<file path="config.mk">
export PLATFORM = sky130hd
export DESIGN_NAME = cnn_downsampling_avg_01_flat
export DESIGN_NICKNAME = d
export VERILOG_FILES = /design/src/rtl/cnn_downsampling_avg_01_if.sv /design/src/rtl/cnn_downsampling_avg_01.sv /design/src/flat_wrapper.sv
export SDC_FILE = /design/constraint.sdc
export NUM_CORES = 1
export LEC_CHECK = 0
export ABC_AREA = 1
export BUFFER_PORTS_ARGS = -buffer_cell sky130_fd_sc_hd__buf_2
export CAP_MARGIN = 10
export CORE_ASPECT_RATIO = 2
export CORE_MARGIN = 5
export CORE_UTILIZATION = 41
export CTS_CLUSTER_DIAMETER = 200
export DETAILED_ROUTE_END_ITERATION = 8
export PLACE_DENSITY_LB_ADDON = 0.05
export SLEW_MARGIN = 40
export SYNTH_ARGS = -nofsm -noshare
export SYNTH_HDL_FRONTEND = slang
export SYNTH_SLANG_ARGS = --single-unit
</file>
<file path="constraint.sdc">
create_clock -name clk -period 4.2 [get_ports clk]
set_input_delay 0.63 -clock clk [delete_from_list [all_inputs] [get_ports clk]]
set_output_delay 0.63 -clock clk [all_outputs]
set_load 0.1 [all_outputs]
</file>
<file path="src/rtl/cnn_downsampling_avg_01_if.sv">
// Pixel stream bundle for the average-pool downsampler.
// The master drives the input stream and the slave (the pooler) drives the output stream.
interface cnn_downsampling_avg_01_if #(
  parameter int DATA_WIDTH = 32
);
  logic                  valid_in;
  logic [DATA_WIDTH-1:0] pxl_in;
  logic [DATA_WIDTH-1:0] pxl_out;
  logic                  valid_out;
  logic                  frame_done;

  modport master (
    output valid_in, pxl_in,
    input  pxl_out, valid_out, frame_done
  );

  modport slave (
    input  valid_in, pxl_in,
    output pxl_out, valid_out, frame_done
  );
endinterface

</file>
<file path="src/rtl/cnn_downsampling_avg_01.sv">
// Streaming SCALE x SCALE average-pool downsampler over channel-major raster pixel streams.
// One accumulator per output column is reused for every block row.
module cnn_downsampling_avg_01 #(
  parameter int DATA_WIDTH   = 32,
  parameter int IMAGE_WIDTH  = 64,
  parameter int IMAGE_HEIGHT = 64,
  parameter int CHANNEL_NUM  = 256,
  parameter int SCALE        = 4
) (
  input logic                     clk,
  input logic                     reset,
  cnn_downsampling_avg_01_if.slave bus
);
  localparam int LOG2S     = $clog2(SCALE);
  localparam int SHIFT     = 2 * LOG2S;
  localparam int ACC_WIDTH = DATA_WIDTH + SHIFT;
  localparam int OUT_W     = IMAGE_WIDTH / SCALE;
  localparam int CW        = $clog2(IMAGE_WIDTH);
  localparam int RW        = $clog2(IMAGE_HEIGHT);
  localparam int HW        = (CHANNEL_NUM > 1) ? $clog2(CHANNEL_NUM) : 1;
  localparam int IW        = (OUT_W > 1) ? $clog2(OUT_W) : 1;

  localparam logic [CW-1:0]    COL_MAX = CW'(IMAGE_WIDTH - 1);
  localparam logic [RW-1:0]    ROW_MAX = RW'(IMAGE_HEIGHT - 1);
  localparam logic [HW-1:0]    CH_MAX  = HW'(CHANNEL_NUM - 1);
  localparam logic [LOG2S-1:0] SUB_MAX = '1;

  logic [CW-1:0]         cnt_col_q, cnt_col_d;
  logic [RW-1:0]         cnt_row_q, cnt_row_d;
  logic [HW-1:0]         cnt_channel_q, cnt_channel_d;
  logic [DATA_WIDTH-1:0] pxl_q, pxl_d;
  logic                  valid_q, valid_d;
  logic                  frame_done_q, frame_done_d;

  logic signed [ACC_WIDTH-1:0] acc_q [OUT_W];

  logic [IW-1:0]               idx;
  logic [LOG2S-1:0]            ro, co;
  logic                        col_last, row_last, ch_last;
  logic                        blk_start, blk_end;
  logic signed [ACC_WIDTH-1:0] pxl_ext, sum;

  assign idx       = IW'(cnt_col_q >> LOG2S);
  assign ro        = cnt_row_q[LOG2S-1:0];
  assign co        = cnt_col_q[LOG2S-1:0];
  assign col_last  = (cnt_col_q == COL_MAX);
  assign row_last  = (cnt_row_q == ROW_MAX);
  assign ch_last   = (cnt_channel_q == CH_MAX);
  assign blk_start = (ro == '0) && (co == '0);
  assign blk_end   = (ro == SUB_MAX) && (co == SUB_MAX);

  // Sign extension into SHIFT headroom bits: SCALE*SCALE addends can never overflow.
  assign pxl_ext = {{SHIFT{bus.pxl_in[DATA_WIDTH-1]}}, bus.pxl_in};
  assign sum     = acc_q[idx] + pxl_ext;

  // NOTE: every variable is given a default first so no path leaves it unassigned,
  // which would otherwise infer a latch.
  always_comb begin
    cnt_col_d     = cnt_col_q;
    cnt_row_d     = cnt_row_q;
    cnt_channel_d = cnt_channel_q;
    pxl_d         = pxl_q;
    valid_d       = 1'b0;
    frame_done_d  = 1'b0;
    if (bus.valid_in) begin
      cnt_col_d = col_last ? '0 : cnt_col_q + 1'b1;
      if (col_last) begin
        cnt_row_d = row_last ? '0 : cnt_row_q + 1'b1;
        if (row_last) cnt_channel_d = ch_last ? '0 : cnt_channel_q + 1'b1;
      end
      if (blk_end) begin
        // Taking the bits above SHIFT is an arithmetic shift right: floor division.
        pxl_d        = sum[SHIFT +: DATA_WIDTH];
        valid_d      = 1'b1;
        frame_done_d = col_last && row_last && ch_last;
      end
    end
  end

  // NOTE: sequential state uses non-blocking assignments so every register samples
  // the pre-edge values regardless of block ordering.
  always_ff @(posedge clk or negedge reset) begin
    if (!reset) begin
      cnt_col_q     <= '0;
      cnt_row_q     <= '0;
      cnt_channel_q <= '0;
      pxl_q         <= '0;
      valid_q       <= 1'b0;
      frame_done_q  <= 1'b0;
    end else begin
      cnt_col_q     <= cnt_col_d;
      cnt_row_q     <= cnt_row_d;
      cnt_channel_q <= cnt_channel_d;
      pxl_q         <= pxl_d;
      valid_q       <= valid_d;
      frame_done_q  <= frame_done_d;
    end
  end

  // NOTE: the accumulator RAM has no reset; each block start overwrites its entry,
  // so stale contents are never read and the array can map onto plain memory.
  always_ff @(posedge clk) begin
    if (bus.valid_in && !blk_end) acc_q[idx] <= blk_start ? pxl_ext : sum;
  end

  assign bus.pxl_out    = pxl_q;
  assign bus.valid_out  = valid_q;
  assign bus.frame_done = frame_done_q;
endmodule

</file>
<file path="src/flat_wrapper.sv">
// flat-port wrapper written by rule: the top's interface ports become plain ports
module cnn_downsampling_avg_01_flat 
#(
  parameter int DATA_WIDTH   = 32,
  parameter int IMAGE_WIDTH  = 64,
  parameter int IMAGE_HEIGHT = 64,
  parameter int CHANNEL_NUM  = 256,
  parameter int SCALE        = 4
)
  (clk, reset, bus_valid_in, bus_pxl_in, bus_pxl_out, bus_valid_out, bus_frame_done);
  cnn_downsampling_avg_01_if #(.DATA_WIDTH(DATA_WIDTH)) bus_i ();
  input logic clk;
  input logic reset;
  input wire logic [$bits(bus_i.valid_in)-1:0] bus_valid_in;
  input wire logic [$bits(bus_i.pxl_in)-1:0] bus_pxl_in;
  output wire logic [$bits(bus_i.pxl_out)-1:0] bus_pxl_out;
  output wire logic [$bits(bus_i.valid_out)-1:0] bus_valid_out;
  output wire logic [$bits(bus_i.frame_done)-1:0] bus_frame_done;
  assign bus_i.valid_in = bus_valid_in;
  assign bus_i.pxl_in = bus_pxl_in;
  assign bus_pxl_out = bus_i.pxl_out;
  assign bus_valid_out = bus_i.valid_out;
  assign bus_frame_done = bus_i.frame_done;
  cnn_downsampling_avg_01 #(.DATA_WIDTH(DATA_WIDTH), .IMAGE_WIDTH(IMAGE_WIDTH), .IMAGE_HEIGHT(IMAGE_HEIGHT), .CHANNEL_NUM(CHANNEL_NUM), .SCALE(SCALE)) u_core (.clk(clk), .reset(reset), .bus(bus_i));
endmodule
</file>
* After elaboration in Yosys (flattened, before gate mapping)
Memory sizes are Yosys's and may differ from the RTL's.
Cells that the tools add are included.
** Word-level totals
- Bits in registers :: 54
- Bits in writable memories :: 576
- Bits of input ports :: 35
- Output and inout bits :: 34
- Word-level logic and storage cells :: 37
- Memories kept :: 1
** Memories
- u_core.acc_q :: depth 16, bits a word 36, rd ports 1, clocked after memory_dff 0, wr ports 1, RTL line cnn_downsampling_avg_01.sv:35 : logic signed [ACC_WIDTH-1:0] acc_q [OUT_W];
** Cells by class
- Add/subtract/negate cells :: 4
- Eq/ne operators :: 5
- Muxes and demuxes :: 10
- Reductions and logical operators :: 11
** Operators by type and width (number)
- $add 36x32->36 :: 1
- $mux 36 :: 1
- $add 6x1->6 const B :: 2
- $eq 6x6->1 const B :: 2
- $mux 6 :: 2
- $add 8x1->8 const B :: 1
- $eq 8x8->1 const B :: 1
- $mux 8 :: 1
- $mux 1 :: 6
- $logic_and 1x1->1 :: 5
- $eq 2x2->1 const B :: 2
- $logic_not 2->1 :: 2
- $reduce_and 2->1 :: 2
- $reduce_and 3->1 :: 1
- $logic_not 1->1 :: 1

* Logic depth before layout (Yosys ltp)
- Depth in word-level cells :: 6
- Gate-level depth with buffers :: 23
- Mapped depth without buffers :: 20

* Worst setup path after synthesis
Ideal clock, no wire load.
- Path type :: register -> register
- Start :: reg u_core.cnt_col_q[3]
- End :: mem u_core.acc_q[0][12] (netlist name) (data pin)
- Arrival :: 3546 ps
- Path slack :: 323 ps
- Cell stages (with the launch flop) :: 19
- Period minus slack after synthesis :: 3877 ps
- Path through :: dfrtp_1 -> buf_4 -> nand2_1 -> inv_2 -> buf_2 -> a22oi_1 -> a21oi_1 -> or2_2 -> or3_1 -> ha_1 -> fa_1 -> nand3_1 -> nand3_1 -> nand2_1 -> nand2_1 -> nand2_1 -> nand2_1 -> xnor2_1 -> o21ai_0
** Between the ends
- Word-level cells in the longest chain between the ends :: 3
** RTL lines
- start, declared :: RTL line cnn_downsampling_avg_01.sv:28 : logic [CW-1:0] cnt_col_q, cnt_col_d;
- start signal, assigned :: RTL line cnn_downsampling_avg_01.sv:91 : cnt_col_q <= cnt_col_d;
- $mem_v2 16x36
- $add 36x32->36 :: RTL line cnn_downsampling_avg_01.sv:54 : assign sum = acc_q[idx] + pxl_ext;
- $mux 36 :: RTL line cnn_downsampling_avg_01.sv:103 : if (bus.valid_in && !blk_end) acc_q[idx] <= blk_start ? pxl_ext : sum;
- end, declared :: RTL line cnn_downsampling_avg_01.sv:35
No other way between the ends.

* Worst setup path after layout
- Start :: reg u_core.cnt_col_q[3]
- End :: mem u_core.acc_q[13][31] (netlist name) (data pin)
Same word-level chain as after synthesis.

==> results.ini <==
[synth]
synth-seq-cells=630
postSynthAreaPerCell_um2=13.1
synth-edff-count=576
syn_inst=1996
synthDominantCellAreaShare_pct=66.1
async_flop_share_pct=8.57
synth_area_um2=26200
yosys.area.top_type=edfxtp_1
ys_seq_area_share_pct=71.3
synth_flop_cell=edfxtp_1
netlist_top_cells_area=edfxtp_1 (66%), a22oi_1 (7.8%), dfrtp_1 (5.2%), nand2_1 (4.8%), a21oi_1 (3.6%)
yosysUniqueCellTypes=39
yosysWarnings=0
synth_nets=2072

[critical_path]
cp_data_arrival_time_ns=4.35
worstSetupStartpoint=u_core.cnt_col_q[3]
worstPathMaxFanout=37
worst-r2r-cell-count=21
crit_buf_inv=5
path_depth=21
crit_required_ns=4.57
cp_slowest_cell=dfrtp_2
cp-start-kind=register
cpMostUsedCell=nand2_1
r2r-start=u_core.cnt_col_q[3]
cp-end-kind=register
cp_top_family=simple AND/OR/NAND/NOR gates
path_class=reg2reg
path_cells=nand2_2, inv_6, buf_12, a22oi_1, a21oi_1, or2_0, or3_1, ha_1, nand2_1, inv_1, nand3_1, buf_4, nor3_1, nand2_1, nand2_1, nand3_1, nand2_1, nand2_1, nand3_1, nand2_1, buf_12
max_stage_delay_ns=0.48

[sta]
maxSlewHeadroom_pct=46.7
fin_ws_ns=0.216
worstMarginPinSlew_ns=0.794
fin_skew_ns=0.0213
hold_violations=0
finalCriticalPeriod_ns=3.98
max_freq_ghz=0.251
setup_viol=0
timing.final.crit_share_pct=94.8
maxSlewViolCount=0

[drt]
postRouteAntennaNets=0
vias=17200
drt_first_pass_iters=5
vias_per_cell=5.70
wl_per_cell_um=26.4
drt_iter0_drc=1317
drc_errors=0
routed_wl_mm=79.7

[hold_path]
hold_path_class=in2async

[final_layout]
fillCellCount=5635
nets=2253
diodes=0
areaGrowthSynthToFinish_pct=17.2
drive_gt1_share_pct=17.3

[job]
cap_violations=0

[global_route]
antenna_found_initial=2
grt_pass1_vias=17600
grt_remaining_overflow=0
grt_usage_pct=22.6
grt_start_max_net_pins=51
grt_pass1_wl_mm=116

[die]
die_area_um2=69200
core_um2=63600
fp-row-count=131
io_pins=69
floorplan.initialDensity_pct=41.1
die_h_um=367
fp.dieW_um=189

[clock_tree]
cts_tree=done
root_buffer=clkbuf_16
cts_max_level=2
cts-buffers-inserted=55
numClockSinks=630
clk_latency_ns=0.63
ctsLongestPathBuffers=3
clkTransAtPathRegs_ns=0.07
post_cts_buffers=0

[placed_design]
port_buffers=68
hpwlAfterDp_mm=49.9
gp_congestion=0.912
pre_cts_slack_ns=-0.105

[run_status]
status=finished clean

layer usage:
layer	vias up	share of wire, %	wire length (um)	GRT usage (%)
li1	7837	-	-	-
met4	0	3.6	2830	8.05
met5	-	0	0	0
met1	8771	40	32300	28.4
met3	116	4.4	3540	2.81
met2	484	52	41100	40.1
final timing paths:
check / endpoint / slack [ns]
min in group clk: u_core.cnt_col_q[0] / 0.33
min reg2reg: u_core.cnt_row_q[5] / 0.47
max in group asynchronous: u_core.bus.pxl_out[17] / 3.49
max: u_core.acc_q[13][31] / 0.22
min: u_core.cnt_channel_q[6] / 0.008
max reg2reg: u_core.acc_q[13][31] / 0.22
cells by family after synthesis:
kind of cell / count (synthesis) / synth area share [%]
AND/OR/NAND/NOR: 603 / 9.93
buffers and inverters: 167 / 2.81
flip-flops: 630 / 71.3
AO/OA/AOI/OAI: 532 / 13.2
XOR/XNOR: 23 / 0.770
adder cells (fa/ha/maj): 41 / 1.99
worst register-to-register path, cell delays in order (launching register included):
cell and delay (ns):
dfrtp_2 0.48, nand2_2 0.14, inv_6 0.14, buf_12 0.25
a22oi_1 0.23, a21oi_1 0.09, or2_0 0.25, or3_1 0.33
ha_1 0.38, nand2_1 0.10, inv_1 0.10, nand3_1 0.12
buf_4 0.16, nor3_1 0.12, nand2_1 0.07, nand2_1 0.14
nand3_1 0.14, nand2_1 0.08, nand2_1 0.06, nand3_1 0.07
nand2_1 0.10, buf_12 0.17
Yosys cell counts (9+ instances only):
library cell  number
dfrtp_1           54
a22oi_1          270
edfxtp_1         576
a21oi_1          186
a22oi_2           10
nand3_1           66
inv_1             72
xnor2_1           14
nor2_1           102
or2_0             24
buf_1              9
or3_1             35
o21ai_0           50
or2_2             11
nand2_1          336
xor2_1             9
clkbuf_1          37
ha_1              40
buf_2             35
stage by stage:
stage	utilization [%]	hold WS, ns	cell area (um^2)	instances	TNS [ns]
2_1_floorplan	-	0.334	26200	1996	0
3_5_place_dp	45.1	0.463	28700	2918	-3.07
3_3_place_gp	45.1	0.450	28700	2918	-1.35
6_report	48.2	0.00840	30700	3020	0
5_1_grt	48.2	0.0440	30700	3020	-0.0260
4_1_cts	48.0	0.0170	30500	3020	0
placed cells by master, fill, tap and decap left out, drive strengths merged:
cell type | Yosys | final
edfxtp | 576 | 576
nand2 | 336 | 336
a22oi | 280 | 280
buf | 53 | 214
a21oi | 186 | 186
nor2 | 106 | 106
inv | 75 | 77
nand3 | 67 | 67
clkbuf | 37 | 66
dfrtp | 54 | 54
o21ai | 50 | 50
ha | 40 | 40
or2 | 38 | 38
or3 | 35 | 35
clkinv | 2 | 25
xnor2 | 14 | 14
xor2 | 9 | 9
nor3 | 8 | 8
nand3b | 7 | 7
clkinvlp | 0 | 7
o21bai | 5 | 5
bufinv | 0 | 4
a21o | 3 | 3
nor4 | 3 | 3
o21a | 2 | 2
and2 | 2 | 2
a31oi | 2 | 2
a211oi | 2 | 2
nand4 | 1 | 1
o22ai | 1 | 1
o211ai | 1 | 1
fa | 1 | 1
flip-flops by register name, indices dropped and copies added, names as in the netlist:
signal / flops
u_core.cnt_channel_q: 8
u_core.bus.frame_done: 1
u_core.acc_q: 576
u_core.cnt_row_q: 6
u_core.bus.valid_out: 1
u_core.cnt_col_q: 6
u_core.bus.pxl_out: 32
layout make-up:
cell class	count	area, um^2	area share [%]
tap	798	998	3.26
inverter	77	294	0.959
timing repair buffer	214	1850	6.04
clock inverter	36	344	1.12
clock buffer	66	1460	4.75
multi-input combinational	1199	7060	23.0
sequential	630	18700	60.8
repair_timing:
action | CTS | global route
pin swaps | 0 | 1
resized for setup | 7 | 28
hold buffers | 0 | 0
endpoints found under the hold margin | 0 | 0
endpoints found under the setup margin | 105 | 403
Power is left out: the tool's default activity adds up to more than one toggle a clock period on the data nets, which glitch-free logic cannot reach.
